$ cat src/rtl/fetch_prefetch_queue.sv
// Instruction fetch front end: issues word-aligned bus reads, tags returned
// words with their fetch address and presents them in order to decode.
// A redirect flushes the queue and drops every read still in flight.
module fetch_prefetch_queue #(
   parameter logic [31:0] RESET_PC        = 32'h0000_0000,
   parameter int unsigned DEPTH           = 4,
   parameter int unsigned MAX_OUTSTANDING = 2
) (
   input  logic        clock,
   input  logic        nreset,
   input  logic        halt,
   input  logic        redirect_valid,
   input  logic [31:0] redirect_pc,
   output logic        req_valid,
   input  logic        req_ready,
   output logic [31:0] req_addr,
   input  logic        rsp_valid,
   input  logic [31:0] rsp_data,
   input  logic        rsp_error,
   output logic        out_valid,
   input  logic        out_ready,
   output logic [31:0] out_instruction,
   output logic [31:0] out_address,
   output logic        out_fault
);

   localparam int unsigned QW = (DEPTH > 1) ? $clog2(DEPTH) : 1;
   localparam int unsigned CW = $clog2(DEPTH + 1);
   localparam int unsigned PW = (MAX_OUTSTANDING > 1) ? $clog2(MAX_OUTSTANDING) : 1;
   localparam int unsigned OW = $clog2(MAX_OUTSTANDING + 1);

   // fetch and request state
   logic [31:0]   r_pc;
   logic          r_req_valid;
   logic [31:0]   r_req_addr;
   logic          r_req_stale;
   logic [OW-1:0] r_outstanding;
   logic [OW-1:0] r_drop_count;

   // pending-address FIFO (addresses of accepted reads, oldest first)
   logic [31:0]   r_pend_addr [MAX_OUTSTANDING];
   logic [PW-1:0] r_pend_wr;
   logic [PW-1:0] r_pend_rd;

   // instruction queue
   logic [31:0]   r_q_instr [DEPTH];
   logic [31:0]   r_q_addr  [DEPTH];
   logic          r_q_fault [DEPTH];
   logic [QW-1:0] r_head;
   logic [QW-1:0] r_tail;
   logic [CW-1:0] r_count;

   // next-state values
   logic          w_accept;
   logic          w_hold;
   logic          w_pop;
   logic          w_push;
   logic          w_rsp_drop;
   logic          w_credit;
   logic          w_raise;
   logic [OW-1:0] w_outstanding_nx;
   logic [OW-1:0] w_drop_nx;
   logic [CW-1:0] w_count_nx;
   logic [31:0]   w_pc_nx;
   logic          w_stale_nx;
   logic          w_req_valid_nx;
   logic [31:0]   w_req_addr_nx;

   function automatic logic [PW-1:0] pend_inc(input logic [PW-1:0] p);
      return (32'(p) == MAX_OUTSTANDING - 1) ? '0 : p + PW'(1);
   endfunction

   // Event decode, counter updates, redirect override and request credit
   always_comb begin
      w_accept         = r_req_valid && req_ready;
      w_hold           = r_req_valid && !req_ready;
      w_pop            = (r_count != '0) && out_ready;
      w_rsp_drop       = rsp_valid && (r_drop_count != '0);
      w_push           = rsp_valid && (r_drop_count == '0) && !redirect_valid;

      w_outstanding_nx = r_outstanding + OW'(w_accept) - OW'(rsp_valid);
      w_drop_nx        = r_drop_count - OW'(w_rsp_drop) + OW'(w_accept && r_req_stale);
      w_count_nx       = r_count + CW'(w_push) - CW'(w_pop);
      w_pc_nx          = r_pc;
      w_stale_nx       = r_req_stale;

      // a stale request carries a pre-redirect address, so it must not advance pc
      if (w_accept && !r_req_stale) begin
         w_pc_nx = r_pc + 32'd4;
      end
      if (w_accept) begin
         w_stale_nx = 1'b0;
      end

      if (redirect_valid) begin
         w_drop_nx  = w_outstanding_nx;
         w_count_nx = '0;
         w_pc_nx    = {redirect_pc[31:2], 2'b00};
         if (w_hold) begin
            w_stale_nx = 1'b1;
         end
      end

      // every live read must own a queue slot before it is issued
      w_credit = (32'(w_outstanding_nx) < MAX_OUTSTANDING) &&
                 ((32'(w_outstanding_nx) - 32'(w_drop_nx) + 32'(w_count_nx)) < DEPTH);
      w_raise  = !w_hold && !halt && w_credit;

      w_req_valid_nx = w_hold || w_raise;
      w_req_addr_nx  = r_req_addr;
      if (w_raise) begin
         w_req_addr_nx = w_pc_nx;
      end
   end

   // Fetch/request state registers
   always_ff @(posedge clock or negedge nreset) begin
      if (!nreset) begin
         r_pc          <= RESET_PC;
         r_req_valid   <= 1'b0;
         r_req_addr    <= RESET_PC;
         r_req_stale   <= 1'b0;
         r_outstanding <= '0;
         r_drop_count  <= '0;
         r_count       <= '0;
      end else begin
         r_pc          <= w_pc_nx;
         r_req_valid   <= w_req_valid_nx;
         r_req_addr    <= w_req_addr_nx;
         r_req_stale   <= w_stale_nx;
         r_outstanding <= w_outstanding_nx;
         r_drop_count  <= w_drop_nx;
         r_count       <= w_count_nx;
      end
   end

   // Pending-address FIFO: push on acceptance, pop on every response
   always_ff @(posedge clock or negedge nreset) begin
      if (!nreset) begin
         r_pend_wr <= '0;
         r_pend_rd <= '0;
         for (int i = 0; i < int'(MAX_OUTSTANDING); i++) begin
            r_pend_addr[i] <= '0;
         end
      end else begin
         if (w_accept) begin
            r_pend_addr[r_pend_wr] <= r_req_addr;
            r_pend_wr              <= pend_inc(r_pend_wr);
         end
         if (rsp_valid) begin
            r_pend_rd <= pend_inc(r_pend_rd);
         end
      end
   end

   // Instruction queue storage and pointers; redirect empties it
   always_ff @(posedge clock or negedge nreset) begin
      if (!nreset) begin
         r_head <= '0;
         r_tail <= '0;
         for (int i = 0; i < int'(DEPTH); i++) begin
            r_q_instr[i] <= '0;
            r_q_addr[i]  <= '0;
            r_q_fault[i] <= 1'b0;
         end
      end else if (redirect_valid) begin
         r_head <= '0;
         r_tail <= '0;
      end else begin
         if (w_push) begin
            r_q_instr[r_tail] <= rsp_error ? 32'd0 : rsp_data;
            r_q_addr[r_tail]  <= r_pend_addr[r_pend_rd];
            r_q_fault[r_tail] <= rsp_error;
            r_tail            <= r_tail + QW'(1);
         end
         if (w_pop) begin
            r_head <= r_head + QW'(1);
         end
      end
   end

   assign req_valid       = r_req_valid;
   assign req_addr        = r_req_addr;
   assign out_valid       = (r_count != '0);
   assign out_instruction = r_q_instr[r_head];
   assign out_address     = r_q_addr[r_head];
   assign out_fault       = r_q_fault[r_head];

endmodule

$ cat config.mk
export PLATFORM = sky130hd
export DESIGN_NAME = fetch_prefetch_queue
export DESIGN_NICKNAME = d
export VERILOG_FILES = /design/src/rtl/fetch_prefetch_queue.sv
export SDC_FILE = /design/constraint.sdc
export NUM_CORES = 1
export LEC_CHECK = 0
export ABC_AREA = 1
export BUFFER_PORTS_ARGS = -buffer_cell sky130_fd_sc_hd__buf_2
export CAP_MARGIN = 20
export CORE_MARGIN = 1
export CORE_UTILIZATION = 40
export DETAILED_ROUTE_END_ITERATION = 16
export PLACE_DENSITY_LB_ADDON = 0.1
export SYNTH_ARGS = -nofsm -noshare
export SYNTH_HDL_FRONTEND = slang
export SYNTH_SLANG_ARGS = --single-unit
$ cat constraint.sdc
create_clock -name clock -period 3.6 [get_ports clock]
set_clock_uncertainty 0.15 [all_clocks]
set_input_delay 0.18 -clock clock [delete_from_list [all_inputs] [get_ports clock]]
set_output_delay 0.18 -clock clock [all_outputs]
set_load 0.02 [all_outputs]
==> impl_metrics.csv <==
group,metric,value,unit
clock_network,root_buffer,"clkbuf_16",
pwr,leakage,11.4,nW
pwr,p_sw_share,36.5,%
setup_path,ff2ff_setup_slack,0.17,ns
setup_path,ff2ff_path_depth,19,
detailed_routing,wl_met1,23.6,mm
yosys,yosys_warnings,0,
yosys,synth.area.top_cells,"dfrtp_1, mux2_1, o21ai_0",
clock_network,tritoncts,"yes",
clock_network,h-tree-depth,2,
setup_path,critPathKind,"reg -> reg",
setup_path,slowest_delay,0.42,ns
yosys,synth.largest_area_cell,"dfrtp_1",
global_routing,antenna_found_initial,0,
setup_path,cp_common_cell,"ha_4",
setup_path,path_delay_family,"simple AND/OR/NAND/NOR gates",
timing,slew_headroom,42.2,%
setup_path,r2r-end,"req_addr[8]",
setup_path,critPathCaptureType,"register",
clock_network,clockBufferDepth,3,
clock_network,cts_buffers,47,
detailed_routing,wl_met2,21.7,mm
setup_path,worstPathMaxFanout,8,
timing,min_period,3.43,ns
yosys,netlist_instances,1802,
floorplan,core-area,45700,µm²
timing,finalHoldViolCount,0,
floorplan,rows,78,
yosys,synthDistinctLibCells,38,
cells_and_area,drive_above_1_share,22.0,%
global_routing,grt_use_total,20.3,%
yosys,synthesis.nets,1890,
yosys,synth_area_per_cell,10.4,µm²
cells_and_area,areaGrowthSynthToFinish,21.4,%
global_routing,grt_pass1_vias,13600,
timing,max_freq,292,MHz
setup_path,arrival,3.77,ns
global_routing,grt_pass1_wl,76.0,mm
detailed_routing,wl,47.9,mm
yosys,synth-edff-count,0,
pwr,pwr-share-seq,37.3,%
floorplan,ios,171,
cells_and_area,diodes,0,
pwr,power_density,812,nW/µm²
floorplan,die_x,218,µm
placement,dp.cells,2496,
pwr,irDropWorstVdd,0.613,mV
timing,worst_slew_pin_slew,0.867,ns
setup_path,required,3.94,ns
placement,hpwl,28.5,mm
setup_path,cp_slowest_cell,"or3_4",
detailed_routing,drtIter0Drc,754,
detailed_routing,vias_per_cell,5.09,
global_routing,grt_overflow,0,
pwr,p_int,11.7,mW
timing,tns,0,ns
timing,period_share,95.2,%
placement,gp_congestion,0.819,
setup_path,worst-path-buf-inv,4,
clock_network,cts_sinks,403,
hold_path,hold_path_class,"in -> async",
cells_and_area,final_cells,2656,
pwr,p_clk_share,26.1,%
detailed_routing,wl_per_cell,18.0,µm
timing,report.final.slew_viol_count,0,
floorplan,initial_core_util,40.9,%
yosys,netlist_area,18700,µm²
detailed_routing,drc,0,
setup_path,worst_setup_path_start_kind,"register",
detailed_routing,vias,13500,
pwr,comb_power_share,36.5,%
detailed_routing,first_pass_iters,5,
detailed_routing,highest_layer,"met4",
pwr,power.switching,6.72,mW
yosys,synth_top_area_share,54.0,%
run,cap_violations,0,
cells_and_area,fin_nets,2111,
timing,setup_viol,0,
global_routing,grt_max_degree,106,
setup_path,crit_chain,"or3_4 -> nand2_4 -> inv_2 -> ha_4 -> inv_2 -> ha_4 -> fa_2 -> nand2_2 -> nand2_2 -> nor2_4 -> ha_4 -> nor2_4 -> o211ai_1 -> nor2_1 -> nand2_4 -> inv_8 -> clkbuf_16 -> nand2_1 -> o21ai_1",
yosys,synth_flop_cell,"dfrtp_1",
yosys,synth-async-reset-ratio,100,%
yosys,synth_seq_cells,403,
placement,port_buffers,168,
floorplan,die_area,47600,µm²
setup_path,r2r_start,"r_count[1]",
yosys,yosysSeqAreaShare,54.0,%
clock_network,clk_latency,0.57,ns
floorplan,die_y,218,µm
detailed_routing,met3_length,1.89,mm
clock_network,clkTransAtPathRegs,0.06,ns
detailed_routing,antenna_left,0,
status,status,"finished, final reports clean",
[how the worst max path moves through the flow]
stage | depth (start not counted) | end | start
6_report | 19 | req_addr[8] | r_count[1]
5_1_grt | 21 | req_addr[11] | r_drop_count[0]
4_1_cts | 21 | req_addr[17] | r_drop_count[1]
3_5_place_dp | 20 | req_addr[17] | r_count[2]
3_3_place_gp | 19 | req_addr[17] | r_drop_count[1]
2_1_floorplan | 19 | req_addr[10] | req_valid
[metal layers]
layer	vias to the layer above	track usage, %
li1	6486	-
met1	6705	29.5
met2	267	31.8
met3	54	2.99
met4	0	5.20
met5	-	0
[area by class of cell]
type / count / area (µm²)
multi-input combinational: 1169 / 7730
clock buffer: 72 / 1450
inverter: 124 / 475
fill: 4265 / 23000
clock inverter: 10 / 125
timing repair buffer: 278 / 2050
sequential: 403 / 10100
tap: 600 / 751
[metrics by stage]
step / hold WS, ns / setup slack [ns] / cell area, µm² / total power, mW / utilization, %
after floorplan: -0.266 / 0.109 / 18700 / 10.9 / -
after global placement: 0.0929 / 0.0659 / 20100 / 13.0 / 44.0
after detailed placement: 0.0977 / 0.0234 / 20100 / 13.1 / 44.0
after CTS: 0.0914 / 0.0422 / 22400 / 18.1 / 49.1
after global routing: 0.107 / -0.0168 / 22700 / 19.7 / 49.6
final: 0.0559 / 0.173 / 22700 / 18.4 / 49.6
[cell families (layout without fill, tap and decap cells)]
family | Yosys count | count (layout) | share of synthesized area, %
flops | 403 | 403 | 54.0
compound gates | 310 | 310 | 8.96
buf+inv | 230 | 484 | 5.62
xor+xnor | 16 | 16 | 0.790
simple gates | 535 | 535 | 11.9
fa+ha+maj | 16 | 16 | 1.15
mux | 292 | 292 | 17.6
[flip-flops by register name (all words and copies together) (netlist names)]
signal	flops
r_q_addr	128
r_q_instr	128
r_pend_addr	64
r_pc	32
req_addr	32
r_q_fault	4
r_count	3
r_drop_count	2
r_head	2
r_outstanding	2
r_tail	2
r_pend_rd	1
r_pend_wr	1
r_req_stale	1
req_valid	1
[timing repair]
| action | 4_1_cts | 5_1_grt |
|---|---|---|
| endpoints found under the hold margin | 281 | 0 |
| buffers inserted | 0 | 2 |
| hold buffers | 73 | 0 |
| endpoints found under the setup margin | 1 | 33 |
| cloned | 0 | 3 |
| pin swaps | 0 | 16 |
| gates resized for setup | 2 | 49 |
[synthesized netlist by cell type (all sizes together) (11+ instances only)]
cell	count
inv	124
buf	45
nand2	233
nor2	212
mux2	292
o21ai	225
or2	19
clkbuf	61
nand3	50
o22ai	65
a21boi	11
dfrtp	403
ha	14
[cell usage in the layout (no fill, tap or decap), types with 8 or more instances in the layout]
cell type and instances:
buf_12 12, buf_2 167, buf_4 22, clkbuf_1 9
clkbuf_16 51, clkbuf_8 14, dfrtp_1 401, dlygate4sd3_1 73
ha_1 8, inv_1 115, mux2_1 200, mux2_2 92
nand2_1 219, nand2_2 12, nand3_1 44, nand4_1 9
nor2_1 194, nor2_2 10, nor2_4 8, o21ai_0 207
o21ai_1 15, o22ai_1 65, or2_2 19, xnor2_1 8
[power by group through the flow]
stage / registers, mW / clock network, mW / logic [mW]
floorplan: 6.82 / 0 / 4.11
global placement: 6.89 / 0 / 6.11
detailed placement: 6.94 / 0 / 6.19
CTS: 6.87 / 4.95 / 6.29
global route: 7.07 / 5.15 / 7.46
finish: 6.88 / 4.81 / 6.73
No activity file was read; power rests on OpenSTA's default activity.
